<file path="src/rtl/t2mi_uart_pkg.sv">
// Shared constants for the statistics UART monitor and its command receiver.
// Header bytes and checksum scheme are common to both directions.
package t2mi_uart_pkg;

  localparam logic [7:0] HDR_SYNC0 = 8'hAA;
  localparam logic [7:0] HDR_SYNC1 = 8'h55;

  localparam logic [7:0] PKT_TYPE_STATS = 8'h01;

  localparam logic [7:0] CMD_SET_ENABLE   = 8'h10;
  localparam logic [7:0] CMD_SET_INTERVAL = 8'h11;
  localparam logic [7:0] CMD_CLR_COUNTERS = 8'h12;

  localparam logic [7:0] MAX_PAYLOAD = 8'd4;

  typedef enum logic [2:0] {
    StHuntAa,
    StHunt55,
    StType,
    StLen,
    StPayload,
    StCheck
  } parser_state_e;

endpackage

</file>
<file path="src/rtl/uart_rx_byte.sv">
// 8N1 byte receiver: 2-flop synchronizer, mid-bit sampling, registered
// byte-valid and framing-error pulses issued the cycle after the stop sample.
module uart_rx_byte #(
  parameter int unsigned CLKS_PER_BIT = 868
) (
  input  logic       clk,
  input  logic       rst,
  input  logic       rx,
  output logic       byte_valid,
  output logic [7:0] byte_data,
  output logic       frame_err
);

  localparam int unsigned CW = $clog2(CLKS_PER_BIT);
  localparam logic [CW-1:0] HALF_LOAD = CW'(CLKS_PER_BIT / 2 - 1);
  localparam logic [CW-1:0] BIT_LOAD  = CW'(CLKS_PER_BIT - 1);

  typedef enum logic [1:0] {RxIdle, RxStart, RxData, RxStop} rx_state_e;

  rx_state_e     state_q, state_d;
  logic          rx_meta_q, rx_sync_q, rx_prev_q;
  logic [CW-1:0] cnt_q;
  logic [2:0]    bit_q;
  logic [7:0]    shift_q;
  logic          byte_valid_q, frame_err_q;
  logic          fall, tick, stop_ok, stop_bad;

  assign fall = rx_prev_q & ~rx_sync_q;
  assign tick = (cnt_q == '0);

  always_ff @(posedge clk or posedge rst) begin
    if (rst) begin
      rx_meta_q <= 1'b1;
      rx_sync_q <= 1'b1;
      rx_prev_q <= 1'b1;
    end else begin
      rx_meta_q <= rx;
      rx_sync_q <= rx_meta_q;
      rx_prev_q <= rx_sync_q;
    end
  end

  always_ff @(posedge clk or posedge rst) begin
    if (rst) state_q <= RxIdle;
    else     state_q <= state_d;
  end

  always_comb begin
    state_d = state_q;
    unique case (state_q)
      RxIdle:  if (fall) state_d = RxStart;
      // A start bit that reads high at mid-bit was a glitch: drop it silently.
      RxStart: if (tick) state_d = rx_sync_q ? RxIdle : RxData;
      RxData:  if (tick && bit_q == 3'd7) state_d = RxStop;
      RxStop:  if (tick) state_d = RxIdle;
      default: state_d = RxIdle;
    endcase
  end

  always_comb begin
    stop_ok  = (state_q == RxStop) && tick && rx_sync_q;
    stop_bad = (state_q == RxStop) && tick && !rx_sync_q;
  end

  always_ff @(posedge clk or posedge rst) begin
    if (rst) begin
      cnt_q        <= HALF_LOAD;
      bit_q        <= 3'd0;
      shift_q      <= 8'h00;
      byte_valid_q <= 1'b0;
      frame_err_q  <= 1'b0;
    end else begin
      if (state_q == RxIdle) cnt_q <= HALF_LOAD;
      else if (tick)         cnt_q <= BIT_LOAD;
      else                   cnt_q <= cnt_q - 1'b1;

      if (state_q == RxStart) bit_q <= 3'd0;
      else if (state_q == RxData && tick) begin
        bit_q   <= bit_q + 3'd1;
        shift_q <= {rx_sync_q, shift_q[7:1]};
      end

      byte_valid_q <= stop_ok;
      frame_err_q  <= stop_bad;
    end
  end

  assign byte_valid = byte_valid_q;
  assign byte_data  = shift_q;
  assign frame_err  = frame_err_q;

endmodule

</file>
<file path="src/rtl/uart_cmd_rx.sv">
// Command receiver for the statistics UART monitor: parses AA 55 TYPE LEN
// payload CHK frames and drives the monitor's enable and interval inputs.
module uart_cmd_rx
  import t2mi_uart_pkg::*;
#(
  parameter int unsigned CLK_FREQ         = 100_000_000,
  parameter int unsigned BAUD_RATE        = 115200,
  parameter int unsigned DEFAULT_INTERVAL = 1000,
  parameter int unsigned TIMEOUT_BITS     = 200
) (
  input  logic        clk,
  input  logic        rst,
  input  logic        uart_rx,
  output logic        mon_enable,
  output logic [15:0] tx_interval,
  output logic        cmd_valid,
  output logic [7:0]  cmd_type,
  output logic [15:0] frame_count,
  output logic [15:0] error_count,
  output logic        rx_busy
);

  localparam int unsigned CLKS_PER_BIT = CLK_FREQ / BAUD_RATE;
  localparam int unsigned TIMEOUT_CLKS = TIMEOUT_BITS * CLKS_PER_BIT;
  localparam int unsigned TW           = $clog2(TIMEOUT_CLKS + 1);

  logic          byte_valid, frame_err;
  logic [7:0]    byte_data;

  parser_state_e state_q, state_d;
  logic [7:0]    type_q, len_q, sum_q;
  logic [2:0]    idx_q;
  logic [7:0]    buf_q [MAX_PAYLOAD];
  logic [TW-1:0] gap_q;

  logic          timeout, len_err, chk_fire, cmd_ok, accept, reject, err_inc;
  logic [7:0]    sum_chk;
  logic [15:0]   intv_val;

  logic          mon_enable_q, cmd_valid_q;
  logic [15:0]   tx_interval_q, frame_count_q, error_count_q;
  logic [7:0]    cmd_type_q;

  uart_rx_byte #(
    .CLKS_PER_BIT(CLKS_PER_BIT)
  ) u_rx (
    .clk       (clk),
    .rst       (rst),
    .rx        (uart_rx),
    .byte_valid(byte_valid),
    .byte_data (byte_data),
    .frame_err (frame_err)
  );

  assign timeout = (state_q != StHuntAa) && !byte_valid && (gap_q == TW'(TIMEOUT_CLKS));

  always_ff @(posedge clk or posedge rst) begin
    if (rst) state_q <= StHuntAa;
    else     state_q <= state_d;
  end

  always_comb begin
    state_d = state_q;
    if (frame_err || timeout) begin
      state_d = StHuntAa;
    end else if (byte_valid) begin
      unique case (state_q)
        StHuntAa: if (byte_data == HDR_SYNC0) state_d = StHunt55;
        StHunt55: begin
          if (byte_data == HDR_SYNC1)      state_d = StType;
          else if (byte_data != HDR_SYNC0) state_d = StHuntAa;
        end
        StType:   state_d = StLen;
        StLen: begin
          if (byte_data > MAX_PAYLOAD) state_d = StHuntAa;
          else if (byte_data == 8'd0)  state_d = StCheck;
          else                         state_d = StPayload;
        end
        StPayload: if (8'(idx_q) + 8'd1 == len_q) state_d = StCheck;
        StCheck:   state_d = StHuntAa;
        default:   state_d = StHuntAa;
      endcase
    end
  end

  always_comb begin
    rx_busy  = (state_q != StHuntAa);
    len_err  = byte_valid && (state_q == StLen) && (byte_data > MAX_PAYLOAD);
    chk_fire = byte_valid && (state_q == StCheck);
    sum_chk  = sum_q + byte_data;
    intv_val = {buf_q[0], buf_q[1]};
    cmd_ok   = 1'b0;
    case (type_q)
      CMD_SET_ENABLE:   cmd_ok = (len_q == 8'd1);
      CMD_SET_INTERVAL: cmd_ok = (len_q == 8'd2) && (intv_val != 16'd0);
      CMD_CLR_COUNTERS: cmd_ok = (len_q == 8'd0);
      default:          cmd_ok = 1'b0;
    endcase
    accept  = chk_fire && (sum_chk == 8'h00) && cmd_ok;
    reject  = chk_fire && !accept;
    err_inc = frame_err || timeout || len_err || reject;
  end

  // Frame capture: running checksum starts at TYPE, payload lands in order.
  always_ff @(posedge clk or posedge rst) begin
    if (rst) begin
      type_q <= 8'h00;
      len_q  <= 8'h00;
      sum_q  <= 8'h00;
      idx_q  <= 3'd0;
      for (int i = 0; i < int'(MAX_PAYLOAD); i++) buf_q[i] <= 8'h00;
    end else if (byte_valid) begin
      case (state_q)
        StType: begin
          type_q <= byte_data;
          sum_q  <= byte_data;
        end
        StLen: begin
          len_q <= byte_data;
          sum_q <= sum_q + byte_data;
          idx_q <= 3'd0;
        end
        StPayload: begin
          buf_q[idx_q[1:0]] <= byte_data;
          sum_q             <= sum_q + byte_data;
          idx_q             <= idx_q + 3'd1;
        end
        default: ;
      endcase
    end
  end

  always_ff @(posedge clk or posedge rst) begin
    if (rst)                                   gap_q <= '0;
    else if (state_q == StHuntAa || byte_valid) gap_q <= '0;
    else                                       gap_q <= gap_q + 1'b1;
  end

  always_ff @(posedge clk or posedge rst) begin
    if (rst) begin
      mon_enable_q  <= 1'b0;
      tx_interval_q <= 16'(DEFAULT_INTERVAL);
      cmd_valid_q   <= 1'b0;
      cmd_type_q    <= 8'h00;
      frame_count_q <= 16'h0000;
      error_count_q <= 16'h0000;
    end else begin
      cmd_valid_q <= accept;
      if (accept) begin
        cmd_type_q <= type_q;
        if (type_q == CMD_SET_ENABLE)   mon_enable_q  <= buf_q[0][0];
        if (type_q == CMD_SET_INTERVAL) tx_interval_q <= intv_val;
      end
      // The clearing frame itself is not counted.
      if (accept && type_q == CMD_CLR_COUNTERS) begin
        frame_count_q <= 16'h0000;
        error_count_q <= 16'h0000;
      end else begin
        if (accept && frame_count_q != 16'hFFFF) frame_count_q <= frame_count_q + 16'd1;
        if (err_inc && error_count_q != 16'hFFFF) error_count_q <= error_count_q + 16'd1;
      end
    end
  end

  assign mon_enable  = mon_enable_q;
  assign tx_interval = tx_interval_q;
  assign cmd_valid   = cmd_valid_q;
  assign cmd_type    = cmd_type_q;
  assign frame_count = frame_count_q;
  assign error_count = error_count_q;

endmodule

</file>
<file path="config.mk">
export PLATFORM = sky130hd
export DESIGN_NAME = uart_cmd_rx
export DESIGN_NICKNAME = d
export VERILOG_FILES = /design/src/rtl/t2mi_uart_pkg.sv /design/src/rtl/uart_rx_byte.sv /design/src/rtl/uart_cmd_rx.sv
export SDC_FILE = /design/constraint.sdc
export NUM_CORES = 1
export LEC_CHECK = 0
export CAP_MARGIN = 20
export CELL_PAD_IN_SITES_DETAIL_PLACEMENT = 2
export CELL_PAD_IN_SITES_GLOBAL_PLACEMENT = 2
export CORE_MARGIN = 5
export CORE_UTILIZATION = 39
export CTS_CLUSTER_SIZE = 8
export DETAILED_ROUTE_END_ITERATION = 10
export PLACE_DENSITY_LB_ADDON = 0.1
export SLEW_MARGIN = 0
export SYNTH_ARGS = -nofsm -noshare
export SYNTH_HDL_FRONTEND = slang
export SYNTH_SLANG_ARGS = --single-unit
</file>
<file path="constraint.sdc">
create_clock -name clk -period 5.95 [get_ports clk]
set_input_delay 0.8925 -clock clk [delete_from_list [all_inputs] [get_ports clk]]
set_output_delay 0.8925 -clock clk [all_outputs]
set_load 0.01 [all_outputs]
</file>
# After elaboration in Yosys (flattened, before gate mapping)
# Cells that the tools add are included.
# totals
regBits,166
inputBits,3
output_inout_bits,59
wordCells,148
# classes
n_addsub,8
order_cmp,3
n_eq_ne,28
muxes,30
bitwise_logic,4
n_reduce_logical,50
# ops
op,count
$mux 16,4
$add 16x1->16 const B,2
$bwmux 32,1
$ne 16x16->1 const B,2
$mux 3,9
$eq 8x5->1 const B,3
$logic_not 8->1,3
$mux 10,2
$add 18x1->18 const B,1
$eq 18x18->1 const B,1
$logic_and 1x1->1,18
$mux 18,1
$demux 8 s2,1
$pmux 8 s2,1
$reduce_and 2->1,8
$reduce_bool 16->1,1
$pmux 3 s5,1
$reduce_bool 2->1,6
$logic_not 10->1,1
$mux 2,5
$sub 10x1->10 const B,1
$eq 3x3->1 const B,3
$add 8x8->8,1
$eq 4x8->1,1
other kinds (32),46

# Longest topological paths before layout
# Gate-level depths: netlist of run 1.
# logic_depth
word_depth,10
ltp_mapped,12
depth_no_buf,9

# Hierarchy
# Synthesis of run 1 repeated with hierarchy kept, for this count alone.
# hier_totals
hier_cells,719
hier_area_um2,7544.7
# by_module_without_submodules
mod,instances,cells_per_inst,area_each_um2,seq_area_each_um2
uart_cmd_rx,1,617,6302.3,3060.4
uart_rx_byte,1,102,1242.4,710.7

# Least setup slack after synthesis of run 1
# Ideal clock, no wire load.
# synth_path
kind,register to register
from,"register u_rx.shift_q[0], in the netlist u_rx.byte_data[0]"
to,"register tx_interval_q[0], in the netlist tx_interval[0]"
setup_time_ns,0.125
t_arrival_ns,3.215
t_required_ns,5.825
slack_ns,2.610
path_stages_with_launch,12
n_path_buf,2
period_less_slack_ns,3.340
cell_sequence,dfrtp_1 -> ha_1 -> fa_1 -> or4b_1 -> nor3_2 -> nand4_1 -> or4_1 -> buf_6 -> nor2_8 -> nand3b_4 -> buf_6 -> mux2_4
# synth_between
elab_chain_len,5
# synth_lines
element,line_no,source
"start, declared",uart_rx_byte.sv:24,logic [7:0] shift_q;
"start signal, assigned",uart_rx_byte.sv:80,"shift_q <= {rx_sync_q, shift_q[7:1]};"
$add 8x8->8,uart_cmd_rx.sv:90,sum_chk = sum_q + byte_data;
$logic_not 8->1,uart_cmd_rx.sv:99,accept = chk_fire && (sum_chk == 8'h00) && cmd_ok;
$logic_and 1x1->1 (2 in a row),uart_cmd_rx.sv:99,
$reduce_and 2->1 (no source line),--,
"end signal, assigned",uart_cmd_rx.sv:142,tx_interval_q <= 16'(DEFAULT_INTERVAL);
"end signal, assigned",uart_cmd_rx.sv:152,if (type_q == CMD_SET_INTERVAL) tx_interval_q <= intv_val;
"end, declared",uart_cmd_rx.sv:41,"logic [15:0] tx_interval_q, frame_count_q, error_count_q;"
# No other way between the ends.
# A chain may end at the register's enable or synchronous reset.

# Worst setup path after layout of run 1
# layout_path
from,"register u_rx.shift_q[0], in the netlist u_rx.byte_data[0]"
to,"register error_count_q[1], in the netlist error_count[1]"
# layout_between
elab_chain_len,9
elab_cells_between_ends,14
classes_between,add/sub (1); order compare (1); mux (1); reduce/logical (11)
# layout_lines
element,line_no,source
$add 8x8->8,uart_cmd_rx.sv:90,
$logic_not 8->1,uart_cmd_rx.sv:99,
$logic_and 1x1->1 (2 in a row),uart_cmd_rx.sv:99,
$logic_not 1->1,uart_cmd_rx.sv:100,reject = chk_fire && !accept;
$logic_and 1x1->1,uart_cmd_rx.sv:100,
$logic_or 1x1->1,uart_cmd_rx.sv:101,err_inc = frame_err || timeout || len_err || reject;
$logic_and 1x1->1,uart_cmd_rx.sv:160,if (err_inc && error_count_q != 16'hFFFF) error_count_q <= error_count_q + 16'd1;
$reduce_bool 2->1 (no source line),--,
"end signal, assigned",uart_cmd_rx.sv:160,
"end, declared",uart_cmd_rx.sv:41,
# Several ways; a longest one is shown, not always the timed one.

==> results of run 1 <==
-- registers in the layout, indices dropped and copies added, names as in the netlist, 8 cells and up, named ones only --
| register | flops |
|---|---|
| type_q | 8 |
| tx_interval | 16 |
| sum_q | 8 |
| u_rx.byte_data | 8 |
| buf_q | 16 |
| cmd_type | 8 |
| gap_q | 18 |
| error_count | 16 |
| frame_count | 16 |
| u_rx.cnt_q | 10 |
| len_q | 8 |
-- path summary, 6_finish.rpt --
kind	start	to	slack, ns	cells after the start
max in group asynchronous	rst	frame_count[7]	3.89	4
setup reg to reg	u_rx.byte_data[0]	error_count[1]	1.94	9
hold / removal	u_rx.rx_meta_q	u_rx.rx_sync_q	0.36	0
hold reg to reg	u_rx.rx_meta_q	u_rx.rx_sync_q	0.36	0
setup / recovery	u_rx.byte_data[0]	error_count[1]	1.94	9
min in group asynchronous	rst	tx_interval[14]	0.75	2
-- routing by layer --
metal | vias to the layer above | part of all wire | wire (um)
met2 | 70 | 0.52 | 11010
li1 | 2734 | - | -
met1 | 3048 | 0.44 | 9332
met3 | 22 | 0.026 | 553
met5 | - | 0 | 0
met4 | 0 | 0.014 | 295
-- synth_stat cells (all sizes together) (14+ instances only) --
cell | count | area (sq um)
nor3 | 21 | 115.1
clkbuf | 22 | 82.58
xor2 | 23 | 201.4
nor2 | 59 | 240.2
nand4 | 20 | 125.1
inv | 21 | 78.83
nand2 | 63 | 236.5
mux2 | 58 | 686.9
ha | 17 | 212.7
nor4 | 16 | 115.1
dfstp | 14 | 367.9
nand3 | 29 | 145.1
dfrtp | 136 | 3403
mux2i | 19 | 190.2
a21oi | 24 | 120.1
o21ai | 17 | 88.83
-- metrics by stage --
stage / power, mW / setup slack (ns) / utilization / cells
after floorplan: 1.177 / 1.044 / - / 722
after global placement: 1.200 / 2.016 / 0.4395 / 1025
after detailed placement: 1.212 / 1.935 / 0.4403 / 1026
after CTS: 2.254 / 1.892 / 0.4690 / 1057
after global routing: 2.324 / 1.644 / 0.4705 / 1058
final: 2.222 / 1.937 / 0.4705 / 1058
-- cell type report --
type | count | area, sq um
Fill cell | 2051 | 10270
Clock inverter | 11 | 101.3
Clock buffer | 20 | 456.7
Inverter | 21 | 83.83
Sequential cell | 150 | 3771
Timing Repair Buffer | 68 | 690.7
Tap cell | 265 | 331.6
Multi-Input combinational cell | 523 | 3691
-- power by group --
group | internal [mW] | total (mW) | switching [mW] | leakage [nW]
logic | 0.0396 | 0.0985 | 0.0590 | 1.81
clock network | 0.595 | 1.03 | 0.435 | 0.265
registers | 1.06 | 1.09 | 0.0319 | 2.03
total | 1.70 | 2.22 | 0.525 | 4.11
-- cells by family after synthesis --
kind of cell / after synthesis / share of synthesized area
multiplexers: 77 / 0.1144
buffers and inverters: 49 / 0.02708
flip-flops: 150 / 0.4917
AO/OA/AOI/OAI: 92 / 0.08026
XOR/XNOR: 35 / 0.03997
adder cells (fa/ha/maj): 18 / 0.03034
AND/OR/NAND/NOR: 301 / 0.2163
-- layout by cell type, fill, tap and decap left out, types with 17 or more instances in the layout --
| master | netlist | final |
|---|---|---|
| a21oi_1 | 24 | 24 |
| clkbuf_16 | 0 | 17 |
| clkdlybuf4s50_1 | 0 | 61 |
| dfrtp_1 | 136 | 136 |
| ha_1 | 17 | 17 |
| inv_1 | 21 | 20 |
| mux2_2 | 49 | 49 |
| mux2i_1 | 19 | 19 |
| nand2_1 | 63 | 63 |
| nand3_1 | 29 | 29 |
| nand4_1 | 20 | 20 |
| nor2_1 | 57 | 57 |
| nor3_1 | 19 | 19 |
| xor2_1 | 23 | 23 |
==> impl_metrics.env, run 1 <==
export IMPL_slowest_delay_ns=0.78
export IMPL_htreeDepth=4
export IMPL_period_needed_ns=4.013
export IMPL_synthFlopType="dfrtp_1"
export IMPL_tns_ns=0
export IMPL_cts_sinks=150
export IMPL_place_area_sq_um=8541
export IMPL_die_area_sq_um=22570
export IMPL_critPathArrivalTime_ns=4.29
export IMPL_wire_per_inst_um=20.03
export IMPL_grt_total_usage=0.1947
export IMPL_maxSlewHeadroom=0.4091
export IMPL_finalCritPeriodShare=0.6745
export IMPL_row_count=51
export IMPL_pin_count=62
export IMPL_ys_seq_area_frac=0.4917
export IMPL_cts_tree="done"
export IMPL_dr_pass1_iters=4
export IMPL_hold_slack_ns=0.3616
export IMPL_routed_wl_um=21190
export IMPL_crit_slowest_cell="o21ai_2"
export IMPL_grt_pass1_wl_um=34830
export IMPL_drive_gt1_frac=0.1602
export IMPL_initial_core_util=0.3954
export IMPL_clk_latency_ns=0.43
export IMPL_cp_start_kind="register"
export IMPL_ir_drop_v=0.0001963
export IMPL_skew_ns=0.01109
export IMPL_crit_family="simple AND/OR/NAND/NOR gates"
export IMPL_cp_end_kind="register"
export IMPL_path_buf_inv=0
export IMPL_antenna_cells=0
export IMPL_use_met2=0.3512
export IMPL_fin_area_sq_um=9126
export IMPL_pwr_density_cell_nw_per_um2=243.5
export IMPL_cts_reportedPaths_clkPinSlew_ns=0.06
export IMPL_ys_ff_latch=150
export IMPL_setup_viol=0
export IMPL_hpwl_um=14950
export IMPL_cts_inserted_buffers=17
export IMPL_port_buffers=61
export IMPL_max_freq_mhz=249.2
export IMPL_clockRootBuffer="clkbuf_16"
export IMPL_drc=0
export IMPL_grt_max_degree=109
export IMPL_synthToLayoutAreaGrowth_pct=18.99
export IMPL_grt_overflow=0
export IMPL_core_sq_um=19400
export IMPL_postCtsSetupBuffers=0
export IMPL_use_met1=0.2399
export IMPL_dieWidth_um=150.2
export IMPL_cp_cell_sequence="ha_1, fa_1, or4b_1, nor3_2, nand4_1, or4_1, o21ai_2, mux2i_1, nor2_1"
export IMPL_synthCells=722
export IMPL_synth_edf_count=0
export IMPL_ctsHoldBuffers=0
export IMPL_grt_util_met3=0.03251
export IMPL_async_flop_share=1.000
export IMPL_drv_cap=0
export IMPL_nets=802
export IMPL_cp_required_ns=6.23
export IMPL_yosysWarnings=0
export IMPL_vias=5874
export IMPL_syn_nets=743
export IMPL_grt_antenna_before_repair=0
export IMPL_antenna_left=0
export IMPL_critPathMaxFanout=22
export IMPL_avgSynthCellArea_sq_um=10.62
export IMPL_hold_violations=0
export IMPL_min_path_type="reg -> reg"
export IMPL_grt_pass1_vias=6479
export IMPL_status="completed"
export IMPL_clockBufferDepth=2
export IMPL_gp_congestion=0.7964
export IMPL_timing_final_max_slew_violations=0
export IMPL_tightest_slew_ns=0.8783
export IMPL_die_y_um=150.2
export IMPL_netlist_area_sq_um=7670
export IMPL_p_leak_nw=4.111
export IMPL_busiest_layer="met2"
export IMPL_cts_resized=0
export IMPL_crit_type="reg -> reg"
export IMPL_ys_types=67
export IMPL_drt_iter0_markers=202
export IMPL_vias_per_cell=5.552
export IMPL_rsz0062_at_grt="no"
Note: power is estimated with default switching activity, not from simulation.
==> inputs of run 2 (changes only) <==
==> constraint.sdc (replaced) <==
create_clock -name clk -period 3.88 [get_ports clk]
set_input_delay 0.582 -clock clk [delete_from_list [all_inputs] [get_ports clk]]
set_output_delay 0.582 -clock clk [all_outputs]
set_load 0.01 [all_outputs]
==> run 2 against run 1 <==
Net effect: sequential cell count is the same; via count rose by 2.0%; non-clock buffer count is 19 higher; first-iteration DRC count unchanged; setup slack got worse by 1.7 ns; sequential power increased by 53%; clock-buffer cell count fell by 2; register-to-register slack worse by 1.7 ns; clock power grew 66%; combinational power rose by 55%; critical path type unchanged; largest cell class unchanged.
==> impl_metrics.env, run 2 (synthesis results as in run 1) <==
export IMPL_cp_required_ns=4.19
export IMPL_maxSlewHeadroom=0.3497
export IMPL_max_freq_mhz=276.3
export IMPL_tns_ns=0
export IMPL_setup_viol=0
export IMPL_critPathMaxFanout=17
export IMPL_pwr_density_cell_nw_per_um2=379.7
export IMPL_grt_pass1_wl_um=36280
export IMPL_grt_overflow=0
export IMPL_layout_common_cells="dfrtp_1 (136), nand2_1 (63), clkdlybuf4s50_1 (61)"
export IMPL_dr_pass1_iters=4
export IMPL_ir_drop_v=0.0003041
export IMPL_wire_per_inst_um=20.32
export IMPL_skew_ns=0.007148
export IMPL_crit_path_start="u_rx.byte_data[0]"
export IMPL_synthToLayoutAreaGrowth_pct=21.34
export IMPL_critPathArrivalTime_ns=3.93
export IMPL_die_y_um=150.2
export IMPL_largest_reg_flops=18
export IMPL_timing_final_max_slew_violations=0
export IMPL_r2r_start="u_rx.byte_data[0]"
export IMPL_worst_r2r_path_depth=9
export IMPL_clockBufferDepth=2
export IMPL_regToRegSetupSlack_ns=0.26
export IMPL_cts_tree="done"
export IMPL_cts_inserted_buffers=17
export IMPL_clkPwrFrac=0.483
export IMPL_period_needed_ns=3.619
export IMPL_tightest_slew_ns=0.9665
export IMPL_hold_violations=0
export IMPL_die_area_sq_um=22570
export IMPL_layout_commonest_cell="dfrtp_1"
export IMPL_drive_gt1_frac=0.1820
export IMPL_htreeDepth=4
export IMPL_grt_pass1_vias=6711
export IMPL_cp_end_kind="register"
export IMPL_grt_total_usage=0.2032
export IMPL_postCtsSetupBuffers=0
export IMPL_initial_core_util=0.3954
export IMPL_status="completed"
export IMPL_cp_start_kind="register"
export IMPL_fin_cells=1078
export IMPL_drt_iter0_markers=202
export IMPL_reg2reg_to="tx_interval[15]"
export IMPL_row_count=51
export IMPL_antenna_left=0
export IMPL_rsz0062_at_grt="no"
export IMPL_pwr_share_seq=0.474
export IMPL_comb_power_share=0.043
export IMPL_nets=821
export IMPL_crit_path_end="tx_interval[15]"
export IMPL_drv_cap=0
export IMPL_min_from="u_rx.rx_meta_q"
export IMPL_core_sq_um=19400
export IMPL_power_switching_uw=862.0
export IMPL_cts_sinks=150
export IMPL_clockRootBuffer="clkbuf_16"
export IMPL_finalCritPeriodShare=0.9327
export IMPL_p_leak_nw=4.235
export IMPL_routed_wl_um=21900
export IMPL_cts_resized=0
export IMPL_cts_reportedPaths_clkPinSlew_ns=0.07
export IMPL_grt_antenna_before_repair=0
export IMPL_port_buffers=61
export IMPL_swShare=0.2439
export IMPL_intPower_mw=2.672
export IMPL_vias=5991
export IMPL_gp_congestion=0.8369
export IMPL_placed_cells=1046
export IMPL_antenna_cells=0
export IMPL_clk_latency_ns=0.43
export IMPL_dieWidth_um=150.2
export IMPL_crit_type="reg -> reg"
export IMPL_min_path_type="reg -> reg"
export IMPL_ctsHoldBuffers=0
export IMPL_grt_max_degree=48
export IMPL_vias_per_cell=5.558
export IMPL_regMostFlops="gap_q"
export IMPL_pin_count=62
export IMPL_hpwl_um=15570
export IMPL_drc=0
run 2: power groups by stage:
stage | sequential (mW) | clock [mW] | combinational (mW)
after floorplan | 1.69 | 0 | 0.117
after global placement | 1.70 | 0 | 0.147
after detailed placement | 1.70 | 0 | 0.156
after CTS | 1.67 | 1.74 | 0.159
after global routing | 1.68 | 1.83 | 0.173
final | 1.67 | 1.71 | 0.153
run 2: how the worst min path moves through the flow:
stage / endpoint / slack [ns] / cells past startpoint
2_1_floorplan: u_rx.rx_sync_q / 0.35 / 0
3_3_place_gp: u_rx.rx_sync_q / 0.35 / 0
3_5_place_dp: u_rx.rx_sync_q / 0.35 / 0
4_1_cts: u_rx.rx_sync_q / 0.36 / 0
5_1_grt: u_rx.rx_sync_q / 0.37 / 0
6_report: u_rx.rx_sync_q / 0.36 / 0
run 2: cell type report:
type | count | area, sq um
Clock buffer | 18 | 439.2
Clock inverter | 14 | 160.2
Fill cell | 2001 | 10090
Inverter | 21 | 82.58
Multi-Input combinational cell | 523 | 3691
Sequential cell | 150 | 3771
Tap cell | 265 | 331.6
Timing Repair Buffer | 87 | 830.8
run 2: per-stage QoR:
| step | cell area, sq um | hold WS, ns | util | setup slack, ns | total power [mW] |
|---|---|---|---|---|---|
| 2_1_floorplan | 7674 | 0.3452 | - | 0.5399 | 1.805 |
| 3_3_place_gp | 8700 | 0.3455 | 0.4485 | 0.3465 | 1.845 |
| 3_5_place_dp | 8707 | 0.3513 | 0.4489 | 0.2460 | 1.858 |
| 4_1_cts | 9306 | 0.3613 | 0.4797 | 0.2378 | 3.577 |
| 5_1_grt | 9306 | 0.3669 | 0.4797 | 0.1280 | 3.682 |
| 6_report | 9306 | 0.3584 | 0.4797 | 0.2609 | 3.534 |
run 2: critical path, stage by stage (launching register included):
cell	delay, ns
dfrtp_1	0.38
ha_1	0.25
fa_1	0.48
or4b_1	0.50
nor3_2	0.12
nand4_1	0.18
or4_1	0.65
nor2_8	0.28
nand3b_4	0.29
mux2_4	0.38
run 2: routing by layer:
metal	up-vias	track usage	share of wire
met5	-	0	0
met4	0	0.04941	0.010
met3	23	0.02739	0.019
met2	60	0.3647	0.52
met1	3131	0.2596	0.45
li1	2777	-	-
==> inputs of run 3 (changes only) <==
--- a/config.mk
+++ b/config.mk
@@ -13,7 +13,7 @@
 export CTS_CLUSTER_SIZE = 8
 export DETAILED_ROUTE_END_ITERATION = 10
 export PLACE_DENSITY_LB_ADDON = 0.1
-export SLEW_MARGIN = 0
+export SLEW_MARGIN = 20
 export SYNTH_ARGS = -nofsm -noshare
 export SYNTH_HDL_FRONTEND = slang
 export SYNTH_SLANG_ARGS = --single-unit
==> run 3 against run 2 <==
Net effect: die area unchanged; clock-buffer cell count rose by 4; final cell count about the same; clock skew up 0.0024 ns; sequential share of layout area increased by 0.066 points; non-clock buffer count fell by 1; first-iteration DRC count decreased by 0.99%; power is 1.1% lower; sequential cell count did not move; critical path type unchanged; register-to-register slack got worse by 0.06 ns; global-route usage fell by 0.064 points.
==> impl_metrics.env, run 3 (synthesis results as in run 1) <==
export IMPL_critPathMaxFanout=17
export IMPL_postCtsSetupBuffers=0
export IMPL_timing_final_max_slew_violations=0
export IMPL_grt_overflow=0
export IMPL_routed_wl_um=21900
export IMPL_die_y_um=150.2
export IMPL_fin_area_sq_um=9291
export IMPL_port_buffers=61
export IMPL_gp_congestion=0.8369
export IMPL_min_path_type="reg -> reg"
export IMPL_cp_start_kind="register"
export IMPL_fin_cells=1077
export IMPL_rsz0062_at_grt="no"
export IMPL_antenna_cells=0
export IMPL_initial_core_util=0.3954
export IMPL_cts_reportedPaths_clkPinSlew_ns=0.06
export IMPL_htreeDepth=4
export IMPL_grt_total_usage=0.2026
export IMPL_fillers=2022
export IMPL_ir_drop_v=0.0003505
export IMPL_nets=820
export IMPL_maxSlewHeadroom=0.3477
export IMPL_tightest_slew_ns=0.9695
export IMPL_layout_commonest_cell="dfrtp_1"
export IMPL_wire_per_inst_um=20.34
export IMPL_hold_violations=0
export IMPL_cts_resized=0
export IMPL_max_freq_mhz=271.8
export IMPL_tns_ns=0
export IMPL_core_sq_um=19400
export IMPL_die_area_sq_um=22570
export IMPL_setup_viol=0
export IMPL_cp_end_kind="register"
export IMPL_grt_pass1_wl_um=36240
export IMPL_critPathArrivalTime_ns=3.99
export IMPL_cts_sinks=150
export IMPL_grt_pass1_vias=6765
export IMPL_layout_common_cells="dfrtp_1 (136), nand2_1 (63), clkdlybuf4s50_1 (61)"
export IMPL_p_leak_nw=4.211
export IMPL_antenna_left=0
export IMPL_period_needed_ns=3.679
export IMPL_clockBufferDepth=2
export IMPL_ctsHoldBuffers=0
export IMPL_drv_cap=0
export IMPL_drc=0
export IMPL_clk_latency_ns=0.42
export IMPL_row_count=51
export IMPL_pwr_density_cell_nw_per_um2=376.0
export IMPL_hold_slack_ns=0.3583
export IMPL_skew_ns=0.009582
export IMPL_dr_pass1_iters=4
export IMPL_vias_per_cell=5.487
export IMPL_dieWidth_um=150.2
export IMPL_grt_max_degree=48
export IMPL_regMostFlops="gap_q"
export IMPL_drive_gt1_frac=0.1786
export IMPL_hpwl_um=15610
export IMPL_crit_type="reg -> reg"
export IMPL_drt_iter0_markers=200
export IMPL_cts_inserted_buffers=17
export IMPL_largest_reg_flops=18
export IMPL_cp_required_ns=4.19
export IMPL_place_area_sq_um=8705
export IMPL_pin_count=62
export IMPL_finalCritPeriodShare=0.9483
export IMPL_grt_antenna_before_repair=0
export IMPL_vias=5910
export IMPL_cts_tree="done"
export IMPL_synthToLayoutAreaGrowth_pct=21.14
export IMPL_p_total_mw=3.493
export IMPL_clockRootBuffer="clkbuf_16"
export IMPL_placed_cells=1045
export IMPL_status="completed"
-- run 3: worst paths after layout --
path,start,endpoint,slack [ns],cells past startpoint
min in group asynchronous,rst,buf_q[22],0.65,2
min reg2reg,u_rx.rx_meta_q,u_rx.rx_sync_q,0.36,0
max reg2reg,u_rx.byte_data[0],tx_interval[15],0.20,9
max,u_rx.byte_data[0],tx_interval[15],0.20,9
max in group asynchronous,rst,u_rx.cnt_q[8],2.44,3
min,u_rx.rx_meta_q,u_rx.rx_sync_q,0.36,0
-- run 3: worst max-delay path, stage by stage (launching register included) --
cell      delay [ns]
dfrtp_1         0.38
ha_1            0.25
fa_1            0.49
or4b_1          0.52
nor3_2          0.12
nand4_1         0.20
or4_1           0.65
nor2_8          0.28
nand3b_4        0.30
mux2_4          0.38
-- run 3: area by class of cell --
type                            count  area [sq um]  area share
Clock inverter                     10         122.6     0.01320
Sequential cell                   150          3771      0.4059
Multi-Input combinational cell    523          3696      0.3978
Inverter                           21         82.58    0.008888
Clock buffer                       22         464.2     0.04996
Tap cell                          265         331.6     0.03569
Timing Repair Buffer               86         823.3     0.08861
-- run 3: power by group --
| group | leakage (nW) | internal, mW | switching [mW] |
|---|---|---|---|
| Sequential | 2.03 | 1.63 | 0.0471 |
| Clock | 0.277 | 0.987 | 0.678 |
| Combinational | 1.90 | 0.0622 | 0.0913 |
-- run 3: routing by layer --
| layer | global-route usage | part of all wire | vias up |
|---|---|---|---|
| met1 | 0.2515 | 0.44 | 3068 |
| met4 | 0.03797 | 0.0074 | 0 |
| met3 | 0.03974 | 0.025 | 10 |
| li1 | - | - | 2767 |
| met2 | 0.3683 | 0.52 | 65 |
| met5 | 0 | 0 | - |
-- run 3: metrics by stage --
step	utilization	worst slack [ns]
global placement	0.4485	0.3465
floorplan	-	0.5399
CTS	0.4790	0.1852
detailed placement	0.4487	0.2315
finish	0.4790	0.2005
global route	0.4790	0.09319
